==> config.mk <==
export PLATFORM = sky130hd
export DESIGN_NAME = seq_serializer
export DESIGN_NICKNAME = d
export VERILOG_FILES = /design/src/rtl/seq_pkg.sv /design/src/rtl/seq_gap_counter.sv /design/src/rtl/seq_serializer.sv
export SDC_FILE = /design/constraint.sdc
export NUM_CORES = 1
export LEC_CHECK = 0
export ABC_CLOCK_PERIOD_IN_PS = 2000
export BUFFER_PORTS_ARGS = -buffer_cell sky130_fd_sc_hd__buf_2
export CAP_MARGIN = 5
export CORE_MARGIN = 2
export CORE_UTILIZATION = 45
export DETAILED_ROUTE_END_ITERATION = 12
export PLACE_DENSITY = 0.66
export SYNTH_ARGS = -nofsm -noshare
export SYNTH_HDL_FRONTEND = slang
export SYNTH_SLANG_ARGS = --single-unit
==> constraint.sdc <==
create_clock -name clock -period 2 [get_ports clock]
set_input_delay 0 -clock clock [delete_from_list [all_inputs] [get_ports clock]]
set_output_delay 0 -clock clock [all_outputs]
set_load 0.01 [all_outputs]
==> src/rtl/seq_pkg.sv <==
// Shared definitions for the serializer and its detector bench: FSM encodings and load length clamp.
// Purely declarative; no timing or flow control of its own.
package seq_pkg;

  localparam logic [1:0] IDLE_ENC  = 2'd0;
  localparam logic [1:0] SHIFT_ENC = 2'd1;
  localparam logic [1:0] GAP_ENC   = 2'd2;

  typedef enum logic [1:0] {
    IDLE  = IDLE_ENC,
    SHIFT = SHIFT_ENC,
    GAP   = GAP_ENC
  } seq_state_e;

  // A zero length, or one longer than the word, means "send the whole word".
  function automatic int unsigned clamp_len(input int unsigned len, input int unsigned width);
    return (len == 0 || len > width) ? width : len;
  endfunction

endpackage

==> src/rtl/seq_gap_counter.sv <==
// Loadable saturating down-counter that times the idle gap between words; zero flag is combinational from the count.
// Load takes effect on the next edge; no backpressure.
module seq_gap_counter #(
  parameter int COUNT = 1
) (
  input  logic clock,
  input  logic reset,
  input  logic load,
  input  logic dec,
  output logic zero
);

  localparam int CW = $clog2(COUNT + 1);

  logic [CW-1:0] cnt_q;

  // Loaded with COUNT-1 so the owner spends exactly COUNT cycles in its gap state.
  always_ff @(posedge clock) begin
    if (!reset) begin
      cnt_q <= '0;
    end else if (load) begin
      cnt_q <= CW'(COUNT - 1);
    end else if (dec && cnt_q != '0) begin
      cnt_q <= cnt_q - CW'(1);
    end
  end

  assign zero = (cnt_q == '0);

endmodule

==> src/rtl/seq_serializer.sv <==
// Parallel-to-serial word shifter, MSB-first, feeding the sequence detector; first bit one cycle after accept.
// load_ready low while shifting or gapping (high on the last bit when there is no gap); offers are not queued.
module seq_serializer
  import seq_pkg::*;
#(
  parameter int WIDTH      = 8,
  parameter int LEN_W      = 4,
  parameter int GAP_CYCLES = 0
) (
  input  logic             clock,
  input  logic             reset,
  input  logic             load_valid,
  output logic             load_ready,
  input  logic [WIDTH-1:0] load_data,
  input  logic [LEN_W-1:0] load_len,
  output logic             sequence_out,
  output logic             bit_valid,
  output logic             busy,
  output logic             done
);

  seq_state_e       state_q, state_d;
  logic [WIDTH-1:0] shreg_q;
  logic [LEN_W-1:0] len_q;
  logic [LEN_W-1:0] idx_q;
  logic [LEN_W-1:0] eff_len;
  logic [WIDTH-1:0] aligned;
  logic             last_bit;
  logic             accept;
  logic             gap_load;
  logic             gap_zero;

  assign eff_len  = LEN_W'(clamp_len(32'(load_len), WIDTH));
  // Left-align the word so its first bit always sits in the MSB of the shifter.
  assign aligned  = load_data << (LEN_W'(WIDTH) - eff_len);
  assign last_bit = (state_q == SHIFT) && (idx_q == len_q - LEN_W'(1));

  assign load_ready = (state_q == IDLE) || ((GAP_CYCLES == 0) && last_bit);
  assign accept     = load_valid && load_ready;

  always_comb begin
    state_d  = state_q;
    gap_load = 1'b0;
    case (state_q)
      IDLE: begin
        if (accept) state_d = SHIFT;
      end
      SHIFT: begin
        if (last_bit) begin
          if (accept) begin
            state_d = SHIFT;
          end else if (GAP_CYCLES > 0) begin
            state_d  = GAP;
            gap_load = 1'b1;
          end else begin
            state_d = IDLE;
          end
        end
      end
      GAP: begin
        if (gap_zero) state_d = IDLE;
      end
      default: state_d = IDLE;
    endcase
  end

  always_ff @(posedge clock) begin
    if (!reset) begin
      state_q      <= IDLE;
      shreg_q      <= '0;
      len_q        <= '0;
      idx_q        <= '0;
      sequence_out <= 1'b0;
      bit_valid    <= 1'b0;
      busy         <= 1'b0;
      done         <= 1'b0;
    end else begin
      state_q <= state_d;
      busy    <= (state_d != IDLE);
      done    <= last_bit;
      if (accept) begin
        shreg_q      <= aligned << 1;
        len_q        <= eff_len;
        idx_q        <= '0;
        sequence_out <= aligned[WIDTH-1];
        bit_valid    <= 1'b1;
      end else if (state_q == SHIFT && !last_bit) begin
        shreg_q      <= shreg_q << 1;
        idx_q        <= idx_q + LEN_W'(1);
        sequence_out <= shreg_q[WIDTH-1];
        bit_valid    <= 1'b1;
      end else begin
        sequence_out <= 1'b0;
        bit_valid    <= 1'b0;
      end
    end
  end

  generate
    if (GAP_CYCLES > 0) begin : g_gap
      seq_gap_counter #(
        .COUNT (GAP_CYCLES)
      ) u_gap (
        .clock (clock),
        .reset (reset),
        .load  (gap_load),
        .dec   (state_q == GAP),
        .zero  (gap_zero)
      );
    end else begin : g_nogap
      logic unused_gap_load;
      assign unused_gap_load = gap_load;
      assign gap_zero        = 1'b1;
    end
  endgenerate

endmodule

# == Yosys cells after proc, flatten, opt, wreduce, memory -nomap -nowiden ==
# Cells that the tools add are included.
# word_totals
ff_bits,21
input_bits,15
out_inout_bits,5
wordCells,38
# op_classes
add_sub_neg,3
magnitude_cmp,1
eq_ne,2
shift,1
mux,11
bitwise_logic,1
reduce_logical,11
# op_table
operator,count
8-bit two-way mux,2
8-bit by 4-bit << shifter with 8-bit output,1
1-bit two-way mux,5
4-bit by 1-bit adder with 4-bit output (second input constant),1
4-bit equality test,1
4-bit greater-than comparator (second input constant),1
4-bit zero test,1
2-bit two-way mux,2
4-bit two-way mux,1
2-bit case mux with 2 select lines,1
2-bit nonzero test,2
4-bit by 1-bit subtractor with 4-bit output (second input constant),1
4-bit subtractor (first input constant),1
1-bit logical AND,3
2-bit by 1-bit equality test with 1-bit output (second input constant),1
2-bit zero test,1
1-bit logical OR,2
2-bit OR reduction,1
1-bit zero test,1
1-bit inverter,1

# == Logic depth before layout (Yosys ltp) ==
# Gate-level depths: netlist of run 1.
# depth
depth_word,9
mapped_depth,9
mapped_depth_nobuf,8

# == Worst setup path after synthesis of run 1 ==
# OpenSTA, ideal clock, no wires.
# synth_timing
kind,reg2reg
start,register len_q[0]
end,register shreg_q[5]
setup_time_ns,0.123
arrival_time_ns,1.853
required_time_ns,1.877
setup_slack_ns,0.025
path_stages_with_launch,10
path_cell_list,dfxtp_1 > inv_1 > ha_1 > xor2_1 > nand3_2 > o21a_2 > or2_1 > buf_2 > nand2_2 > o22ai_1
# synth_via
elab_chain_cells,6
# synth_lines
element,line,rtl
start: declaration,seq_serializer.sv:24,logic [LEN_W-1:0] len_q;
start signal: assignment,seq_serializer.sv:83,len_q <= eff_len;
4-bit by 1-bit subtractor with 4-bit output (*),seq_serializer.sv:36,assign last_bit = (state_q == SHIFT) && (idx_q == len_q - LEN_W'(1));
4-bit equality test (*),seq_serializer.sv:36,
1-bit logical AND (*),seq_serializer.sv:36,
1-bit logical OR or 1-bit zero test (tied branches),"seq_serializer.sv:38, seq_serializer.sv:87",
"1-bit logical AND, on equally long branches","seq_serializer.sv:39, seq_serializer.sv:87",
8-bit two-way mux or 2-bit nonzero test (tied branches),--,
end signal: assignment,seq_serializer.sv:82,shreg_q <= aligned << 1;
end signal: assignment,seq_serializer.sv:88,shreg_q <= shreg_q << 1;
end: declaration,seq_serializer.sv:23,logic [WIDTH-1:0] shreg_q;
# Mark *: on every way between the ends. The rest lies on a longest branch, timed or not.
# A chain may end at the register's enable or synchronous reset.

# == Worst setup path after layout of run 1 ==
# layout_timing
start,register len_q[1]
end,register shreg_q[1]
# Same word-level chain as after synthesis.

==> key figures, run 1 <==
Setup path
  – Setup crit end kind: flip-flop
  – Crit-path cells: inv_2 > ha_4 > xor2_2 > nand3_2 > o21ai_4 > nand2_4 > buf_4 > nor4_1 > o21a_1
  – Slowest CP cell: dfxtp_2
  – FF-to-FF Start: len_q[1]
  – Buf/Inv on CP: 2
  – Reg2Reg Depth: 9
  – Reg-to-reg endpoint: shreg_q[1]
  – WP data arrival: 2.11 ns
  – CP top delay family: simple AND/OR/NAND/NOR gates
  – R2R Setup Slk: ~0.13 ns
  – Worst EP required: approximately 2.2 ns
  – Setup CP Type: flip-flop to flip-flop
  – Max incr delay on CP: 0.37 ns
  – Number of cells on the critical path: 9
  – Worst-path fanout max: 15
  – Crit path launch type: flip-flop

STA
  – Final hold violations: 0
  – RSZ-0062 raised after global routing: no
  – Fmax: 535 MHz
  – Final Skew: 0.00492 ns
  – Final period util: 93.5%
  – Min Tclk post-route: 1.87 ns
  – Setup tns final: 0 ns
  – Slew Viols, Final: 0
  – Final setup fails: 0

Global routing
  – Largest net degree at the start of global routing: 16
  – GRT overflow: 0
  – Antenna violations before repair: 0
  – Vias in the first global route: around 910
  – GRT Total Usage: 17.3%
  – First-pass GRT wire length: between 3000 and 4000 microns

Clock network
  – CTS tree: built
  – Worst-path clk slew: 0.11 ns
  – Total CTS buffers: 3
  – CTS H-tree depth: 1
  – Worst-Skew Late Latency: 0.29 ns
  – Clk sinks: 21
  – CTS Buffer Depth: 2
  – CTS root buf: clkbuf_4
  – Post-CTS Setup Inserts: 0

Outcome
  – Status: finished, final reports clean

Min path
  – Hold endpoint: done
  – Min-delay src: reset
  – Hold depth: 3
  – Worst min path class: primary input to flip-flop

Floorplanning
  – Core area: 2480 sq um
  – Die X: 55.1 microns
  – Die Y: 55.1 microns
  – Starting Density: 47.5%
  – Rows: 18
  – Die area: 3040 sq um
  – Io pins: 20

Detailed routing
  – Detailed-route via count: 963
  – 1st-pass router iterations: 4
  – DRT iter0 DRCs: 14
  – Final wirelength: about 2200 microns
  – Met1 Wirelength: 1080 microns
  – Wire length on met2: 1060 microns
  – Post-route ant nets: 0
  – Met3 WL: approximately 80 microns
  – Post-DR wirelength/cell: 12.1 microns
  – Top routing layer used: met4
  – Drt drc: 0
  – Via density: 5.18

Synth
  – Ys Warns: 0
  – Async SR Flop Fraction: 0%
  – Avg Cell Area, Syn: 9.05 sq um
  – Number of synthesized register bits: 21
  – Yosys cell types: 42
  – Synth Net Count: 148
  – Post-synth EDFFs: 0
  – Ys flop type: dfxtp_1
  – Syn Inst Count: 130
  – Sequential share of the synthesized area: 35.7%
  – Netlist Area Pre-Place: 1180 sq um

Flow run
  – Max Cap Viol: 0

Power and ir drop
  – Clk pwr share: 23.2%
  – Net Sw Power: 231 uW
  – Comb pwr share: 23.8%
  – Flop pwr share: 53.0%
  – Pwr/cell area: slightly below 600 nW/um^2
  – Switching Share: between 20% and 30%
  – Cell-internal power: 607 uW
  – Leak Pwr: 0.611 nW
  – Maximum vdd ir drop: 0.433 mV

Cells and area
  – Finished Core Util: 57.3%
  – Total Nets Final: 175
  – # diodes: 0
  – Area Growth Syn to Fin: 20.6%
  – Fraction of layout cells with a size suffix above 1: 32.1%
  – Fill count: approximately 240

Placement
  – Final GP Congestion: 0.787
  – Post-DP HPWL: about 1800 microns
  – Port bufs: 19
==> registers in the layout, indices dropped and copies added, names as in the netlist <==
signal / cells
bit_valid: 1
busy: 1
done: 1
idx_q: 4
len_q: 4
sequence_out: 1
shreg_q: 7
state_q: 2
==> power by group through the flow <==
| stage | clock (mW) | sequential (mW) | combinational (mW) |
|---|---|---|---|
| after CTS | 0.205 | 0.444 | 0.190 |
| after global routing | 0.224 | 0.447 | 0.220 |
| final | 0.194 | 0.445 | 0.199 |
| after floorplan | 0 | 0.454 | 0.130 |
| after detailed placement | 0 | 0.454 | 0.188 |
| after global placement | 0 | 0.454 | 0.185 |
==> area by class of cell <==
cell class                      instances  area, sq um  share of cell area (%)
Inverter                                6         22.5                    1.59
Sequential cell                        21          423                    29.8
Timing Repair Buffer                   27          158                    11.1
Multi-Input combinational cell         98          752                    53.0
Clock buffer                            4         26.3                    1.85
Tap cell                               30         37.5                    2.65
==> per-stage QoR <==
step | power, mW | std cells | worst slack, ns | hold slack [ns] | instance area, sq um
finish | 0.838 | 186 | 0.131 | 0.0513 | 1420
detailed placement | 0.642 | 181 | 0.0387 | 0.301 | 1340
global route | 0.891 | 186 | 0.000538 | 0.0535 | 1420
CTS | 0.840 | 186 | 0.00974 | 0.0369 | 1380
floorplan | 0.584 | 130 | 0.0246 | 0.142 | 1180
global placement | 0.639 | 181 | 0.0797 | 0.295 | 1340
==> worst max-delay path by stage <==
stage                   from    endpoint
floorplan           len_q[0]  shreg_q[5]
global placement    len_q[1]  shreg_q[7]
detailed placement  len_q[1]  shreg_q[7]
CTS                 len_q[1]  shreg_q[7]
global route        len_q[1]  shreg_q[1]
finish              len_q[1]  shreg_q[1]
==> synth_stat cells, drive strengths merged (2+ instances only) <==
master  instances  area [sq um]
xor2            5          43.8
nand3           5          30.0
buf             3          15.0
nand2b          2          12.5
nand4           2          12.5
mux2            5          56.3
o21ai           7          46.3
mux2i          12           120
a21boi          3          22.5
nand2          17          73.8
nor3            3          20.0
a31oi           2          12.5
o21a            2          16.3
nor2b           5          31.3
ha              3          37.5
a21oi           2          10.0
nor2            5          18.8
or2             2          12.5
xnor2           4          35.0
o22ai           3          18.8
clkbuf          2          7.51
dfxtp          21           420
inv             6          22.5
==> routing by layer <==
metal  vias up  track usage [%]
li1        507                -
met1       435             20.4
met2        17             31.0
met3         4             4.03
met4         0             4.88
met5         -                0
==> layout by cell type, fill, tap and decap left out, types with 2 or more instances in the layout <==
master	instances
dfxtp_1	19
buf_2	19
nand2_1	15
mux2i_1	12
buf_4	7
inv_2	5
nor2b_1	5
nor2_1	5
xnor2_1	4
xor2_1	4
nand3_1	4
o21ai_1	4
mux2_2	3
o22ai_1	3
a21boi_1	3
clkbuf_4	3
nand2b_1	2
nor3_1	2
o21ai_0	2
nand4_1	2
mux2_1	2
a21oi_1	2
ha_1	2
dfxtp_2	2
==> worst register-to-register path: cells and delay by family, from the launching register on <==
kind,cells,cell delay [ns]
buf+inv,2,0.24
flops,1,0.37
fa+ha+maj,1,0.26
compound gates,2,0.34
xor+xnor,1,0.14
simple gates,3,0.46
==> logic make-up (layout without fill, tap and decap cells) <==
| group | Yosys count | after routing | share of synthesized area (%) |
|---|---|---|---|
| AO/OA/AOI/OAI | 22 | 22 | 13.0 |
| multiplexers | 17 | 17 | 15.0 |
| XOR/XNOR | 10 | 10 | 8.62 |
| AND/OR/NAND/NOR | 45 | 45 | 20.3 |
| adder cells (fa/ha/maj) | 3 | 3 | 3.19 |
| flip-flops | 21 | 21 | 35.7 |
| buffers and inverters | 11 | 37 | 3.83 |
| other | 1 | 1 | 0.319 |
==> timing repair <==
| action | 4_1_cts | 5_1_grt |
|---|---|---|
| hold buffers | 1 | 0 |
| gates resized for setup | 0 | 8 |
| hold endpoints to repair | 1 | 0 |
| endpoints found under the setup margin | 0 | 11 |
No activity file was read; power rests on OpenSTA's default activity.
==> inputs of run 2 (changes only) <==
--- a/config.mk
+++ b/config.mk
@@ -5,7 +5,7 @@
 export SDC_FILE = /design/constraint.sdc
 export NUM_CORES = 1
 export LEC_CHECK = 0
-export ABC_CLOCK_PERIOD_IN_PS = 2000
+export ABC_CLOCK_PERIOD_IN_PS = 1560
 export BUFFER_PORTS_ARGS = -buffer_cell sky130_fd_sc_hd__buf_2
 export CAP_MARGIN = 5
 export CORE_MARGIN = 2
==> constraint.sdc (replaced) <==
create_clock -name clock -period 1.56 [get_ports clock]
set_input_delay 0 -clock clock [delete_from_list [all_inputs] [get_ports clock]]
set_output_delay 0 -clock clock [all_outputs]
set_load 0.01 [all_outputs]
==> key figures, run 2 (synthesis results as in run 1) <==
Outcome
  – Status: complete, but fails checks
  – Failing checks: negative setup slack

Floorplanning
  – Die Y: 55.1 microns (unchanged)
  – Starting Density: 47.5% (unchanged)
  – Core area: 2480 sq um (unchanged)
  – Io pins: 20 (unchanged)
  – Die area: 3040 sq um (unchanged)
  – Die X: 55.1 microns (unchanged)
  – Rows: 18 (unchanged)

Clock network
  – Worst-Skew Late Latency: 0.30 ns (about the same)
  – Worst-path clk slew: 0.12 ns (about the same)
  – Hold Buf Count CTS: 0 (-1)
  – Total CTS buffers: 3 (unchanged)
  – CTS root buf: clkbuf_4
  – CTS Buffer Depth: 2 (unchanged)
  – Clk sinks: 21 (unchanged)
  – CTS H-tree depth: 1 (unchanged)
  – CTS tree: built

Cells and area
  – Final Cell Area: 1630 sq um (+15%)
  – Largest regs: shreg_q: 7 flops, idx_q: 4 flops, len_q: 4 flops
  – Biggest register: shreg_q
  – Max reg flops: 7 (unchanged)
  – Layout Cells excl Fill: 203 (+9.1%)
  – Total Nets Final: 192 (+9.7%)
  – Fraction of layout cells with a size suffix above 1: 43.4% (+11 points)
  – Fill count: 211 (-13%)
  – Area Growth Syn to Fin: 38.6%
  – Commonest cells after routing, fill and taps aside: dfxtp_1, buf_2, buf_4, nand2_1, mux2i_1
  – # diodes: 0 (unchanged)

Detailed routing
  – Via density: 5.09 (-1.7%)
  – Post-route ant nets: 0 (unchanged)
  – DRT iter0 DRCs: 8 (-6)
  – Drt drc: 0 (unchanged)
  – Final wirelength: 2690 microns (+20%)
  – 1st-pass router iterations: 4 (unchanged)
  – Post-DR wirelength/cell: 13.3 microns (+9.9%)
  – Detailed-route via count: 1033 (+7.3%)

Power and ir drop
  – Leak Pwr: 0.727 nW (+19%)
  – Maximum vdd ir drop: 0.774 mV (+79%)
  – Pwr/cell area: 709 nW/um^2 (+20%)

Setup path
  – Worst EP required: 1.80 ns (-0.44 ns)
  – Setup crit end kind: flip-flop
  – WP data arrival: 2.07 ns (-0.04 ns)
  – Setup CP Type: flip-flop to flip-flop
  – Crit path launch type: flip-flop
  – Worst-path fanout max: 4 (-11)
  – R2R Setup Slk: -0.27 ns (-0.40 ns)

STA
  – Slew Viols, Final: 0 (unchanged)
  – Final WS setup: -0.269 ns (-0.400 ns)
  – Setup tns final: -3.36 ns (-3.36 ns)
  – Final setup fails: 20 (+20)
  – Min Tclk post-route: 1.83 ns (-0.0405 ns)
  – Final period util: 117% (+24 points)
  – Final hold violations: 0 (unchanged)
  – Worst hold slack: 0.0772 ns (+0.0259 ns)
  – Final Skew: 0.00415 ns (-0.000773 ns)
  – Fmax: 547 MHz (+2.2%)
  – RSZ-0062 raised after global routing: yes

Global routing
  – First-pass GRT wire length: 4500 microns (+19%)
  – GRT overflow: 0 (unchanged)
  – Largest net degree at the start of global routing: 16 (unchanged)
  – Antenna violations before repair: 0 (unchanged)
  – GRT Total Usage: 20.9% (+3.7 points)
  – Vias in the first global route: 1047 (+15%)

Min path
  – Worst min path class: primary input to flip-flop

Placement
  – Final GP Congestion: 0.770 (-2.2%)
  – Post-DP HPWL: 2040 microns (+16%)
  – Placed cells: 196 (+8.3%)
  – Port bufs: 19 (unchanged)
  – Placed cell areas: 1500 sq um (+12%)

Flow run
  – Max Cap Viol: 0 (unchanged)
## run 2: cell count changes in the layout (fill, tap and decap cells not counted), sizes merged
cell,before,now
dlygate4sd3,1,0
buf,26,44
## run 2: area by class of cell
| type | count | area (sq um) | area share (%) |
|---|---|---|---|
| Inverter | 6 | 25.0 | 1.53 |
| Clock buffer | 4 | 26.3 | 1.61 |
| Tap cell | 30 | 37.5 | 2.30 |
| Multi-Input combinational cell | 98 | 813 | 49.9 |
| Timing Repair Buffer | 44 | 305 | 18.7 |
| Sequential cell | 21 | 423 | 25.9 |
## run 2: worst paths after layout
| check | start | end | depth (start not counted) |
|---|---|---|---|
| max | len_q[0] | shreg_q[2] | 8 |
| min | load_len[3] | len_q[3] | 3 |
| max reg2reg | len_q[0] | shreg_q[2] | 8 |
| min reg2reg | shreg_q[5] | shreg_q[5] | 2 |
## run 2: metal layers
layer  wire length (microns)  GRT usage (%)  vias to the layer above
met5                       0              0                        -
met4                      27           4.47                        0
met3                      69           5.65                        4
met2                    1420           38.5                       11
met1                    1180           24.1                      484
li1                        -              -                      534
## run 2: critical path, cell delays in order (launching register included)
cell and delay, ns:
dfxtp_2 0.35, inv_2 0.04, ha_4 0.26, xor2_2 0.14, nand3_2 0.14, o21ai_4 0.22, nand2_4 0.08, or4_1 0.41
a31oi_1 0.13
## run 2: per-stage QoR
stage          power (mW)  worst slack, ns  util [%]
2_1_floorplan       0.770           -0.305         -
3_3_place_gp        0.866           -0.284      60.7
3_5_place_dp        0.874           -0.348      60.7
4_1_cts              1.16           -0.292      64.8
5_1_grt              1.21           -0.367      65.8
6_report             1.16           -0.269      65.8
## run 2: what timing repair did
item,in CTS,in global routing
endpoints found under the setup margin,20,20
resized for setup,15,3
setup buffers,2,1
pin swaps,9,6
endpoints found under the hold margin,0,0
## run 2: power breakdown
part / total (mW) / switching, mW / internal, mW
Clock: 0.262 / 0.163 / 0.0997
Combinational: 0.323 / 0.155 / 0.168
Sequential: 0.570 / 0.0122 / 0.558
==> inputs of run 3 (changes only) <==
--- a/config.mk
+++ b/config.mk
@@ -9,9 +9,9 @@
 export BUFFER_PORTS_ARGS = -buffer_cell sky130_fd_sc_hd__buf_2
 export CAP_MARGIN = 5
 export CORE_MARGIN = 2
-export CORE_UTILIZATION = 45
+export CORE_UTILIZATION = 30
 export DETAILED_ROUTE_END_ITERATION = 12
-export PLACE_DENSITY = 0.66
+export PLACE_DENSITY = 0.47
 export SYNTH_ARGS = -nofsm -noshare
 export SYNTH_HDL_FRONTEND = slang
 export SYNTH_SLANG_ARGS = --single-unit
==> key figures, run 3 (synthesis results as in run 1) <==
Outcome
  – Status: complete, but fails checks
  – Failing checks: negative setup slack

Detailed routing
  – DRT iter0 DRCs: 27 (+19)
  – Via density: 4.67 (-8.2%)
  – Detailed-route via count: 1028 (-0.48%)
  – 1st-pass router iterations: 2 (-2)
  – Drt drc: 0 (unchanged)
  – Final wirelength: 2660 microns (-1.2%)
  – Post-route ant nets: 0 (unchanged)
  – Post-DR wirelength/cell: 12.1 microns (-8.9%)

Clock network
  – Clk sinks: 21 (unchanged)
  – CTS tree: built
  – Worst-Skew Late Latency: 0.26 ns (-0.04 ns)
  – Hold Buf Count CTS: 0 (unchanged)
  – Total CTS buffers: 3 (unchanged)
  – CTS Buffer Depth: 2 (unchanged)
  – CTS H-tree depth: 1 (unchanged)
  – Worst-path clk slew: 0.07 ns (-0.05 ns)
  – CTS root buf: clkbuf_8

Placement
  – Port bufs: 19 (unchanged)
  – Final GP Congestion: 0.695 (-9.7%)
  – Post-DP HPWL: 2030 microns (-0.68%)
  – Dpl ws: -0.380 ns (-0.0320 ns)
  – Placed cell areas: 1530 sq um (+1.5%)
  – Placed cells: 214 (+9.2%)

Global routing
  – GRT overflow: 0 (unchanged)
  – Antenna violations before repair: 0 (unchanged)
  – Vias in the first global route: 1067 (+1.9%)
  – Largest net degree at the start of global routing: 16 (unchanged)
  – First-pass GRT wire length: 4670 microns (+3.8%)
  – GRT Total Usage: 13.8% (-7.1 points)

Power and ir drop
  – Maximum vdd ir drop: 0.559 mV (-28%)
  – Leak Pwr: 0.729 nW (+0.32%)
  – Pwr/cell area: 741 nW/um^2 (+4.5%)
  – Design Power: 1.25 mW (+7.9%)

Setup path
  – Worst EP required: 1.75 ns (-0.05 ns)
  – Setup CP Type: flip-flop to flip-flop
  – Max incr delay on CP: 0.42 ns (about the same)
  – Crit path launch type: flip-flop
  – Slowest CP cell: or4_1
  – Buf/Inv on CP: 1 (unchanged)
  – Setup crit end kind: flip-flop
  – WP data arrival: 2.01 ns (-0.06 ns)
  – Worst-path fanout max: 4 (unchanged)
  – Crit-path cells: inv_2 > ha_4 > xor2_2 > nand3_2 > o21ai_4 > nand2_4 > or4_1 > a31oi_1
  – CP top delay family: simple AND/OR/NAND/NOR gates

Cells and area
  – Area Growth Syn to Fin: 43.1%
  – Commonest cells after routing, fill and taps aside: buf_4, dfxtp_1, buf_2, nand2_1, mux2i_1
  – Fill count: 389 (+84%)
  – Largest regs: shreg_q: 7 flops, idx_q: 4 flops, len_q: 4 flops
  – Max reg flops: 7 (unchanged)
  – Total Nets Final: 191 (-0.52%)
  – Most common cell after layout, fill and taps aside: buf_4
  – Biggest register: shreg_q
  – Fraction of layout cells with a size suffix above 1: 46.5% (+3.2 points)
  – Final Cell Area: 1680 sq um (+3.2%)
  – Finished Core Util: 45.3% (-21 points)
  – Layout Cells excl Fill: 220 (+8.4%)
  – # diodes: 0 (unchanged)

STA
  – Worst hold slack: 0.125 ns (+0.0475 ns)
  – RSZ-0062 raised after global routing: yes
  – Min Tclk post-route: 1.82 ns (-0.0110 ns)
  – Setup tns final: -2.18 ns (+1.18 ns)
  – Final WS setup: -0.258 ns (+0.0110 ns)
  – Final period util: 117% (-0.71 points)
  – Final setup fails: 20 (unchanged)
  – Final hold violations: 0 (unchanged)
  – Fmax: 550 MHz (+0.61%)
  – Slew Viols, Final: 0 (unchanged)
  – Final Skew: 0.00321 ns (-0.000935 ns)

Floorplanning
  – Io pins: 20 (unchanged)
  – Starting Density: 31.6% (-16 points)
  – Die X: 66.6 microns (+21%)
  – Die area: 4440 sq um (+46%)
  – Core area: 3720 sq um (+50%)
  – Rows: 22 (+4)
  – Die Y: 66.6 microns (+21%)

Min path
  – Worst min path class: primary input to flip-flop

Flow run
  – Max Cap Viol: 0 (unchanged)
## run 3: where the power goes
| group | switching [mW] | leakage (nW) | internal, mW | total [mW] |
|---|---|---|---|---|
| logic | 0.162 | 0.531 | 0.168 | 0.330 |
| registers | 0.0133 | 0.172 | 0.558 | 0.571 |
| clock network | 0.168 | 0.0255 | 0.178 | 0.345 |
## run 3: layout make-up
cell class / count / area [sq um] / area share, %
flip-flops and latches: 21 / 423 / 25.1
repair buffers: 42 / 279 / 16.6
multi-input cells: 99 / 850 / 50.5
clock inverters: 1 / 5.00 / 0.297
clock buffers: 3 / 41.3 / 2.45
well taps: 48 / 60.1 / 3.57
inverters: 6 / 25.0 / 1.49
## run 3: worst paths after layout
kind	startpoint	endpoint	slack [ns]	cells after the start
setup / recovery	len_q[1]	shreg_q[2]	-0.26	8
hold / removal	load_len[3]	len_q[3]	0.12	3
setup reg to reg	len_q[1]	shreg_q[2]	-0.26	8
hold reg to reg	shreg_q[7]	shreg_q[7]	0.48	2
## run 3: timing repair
action	4_1_cts	5_1_grt
gates cloned	1	0
pin swaps	10	1
resized for setup	14	7
endpoints found under the setup margin	20	20
buffers inserted	1	0
## run 3: layer usage
| metal | part of all wire (%) | global-route usage, % | vias up | wire, microns |
|---|---|---|---|---|
| met2 | 50 | 23.9 | 9 | 1340 |
| met5 | 0 | 0 | - | 0 |
| li1 | - | - | 532 | - |
| met3 | 2.8 | 3.55 | 2 | 74 |
| met1 | 46 | 17.4 | 485 | 1220 |
| met4 | 0.68 | 2.30 | 0 | 18 |
## run 3: worst reg2reg max path: cells and delay by family (launching register included)
kind,cells,cell delay [ns]
AOI/OAI and AO/OA,2,0.35
buffers and inverters,1,0.04
xor gates and xnor gates,1,0.14
and+or+nand+nor,3,0.63
adders and majority gates,1,0.26
DFF,1,0.34
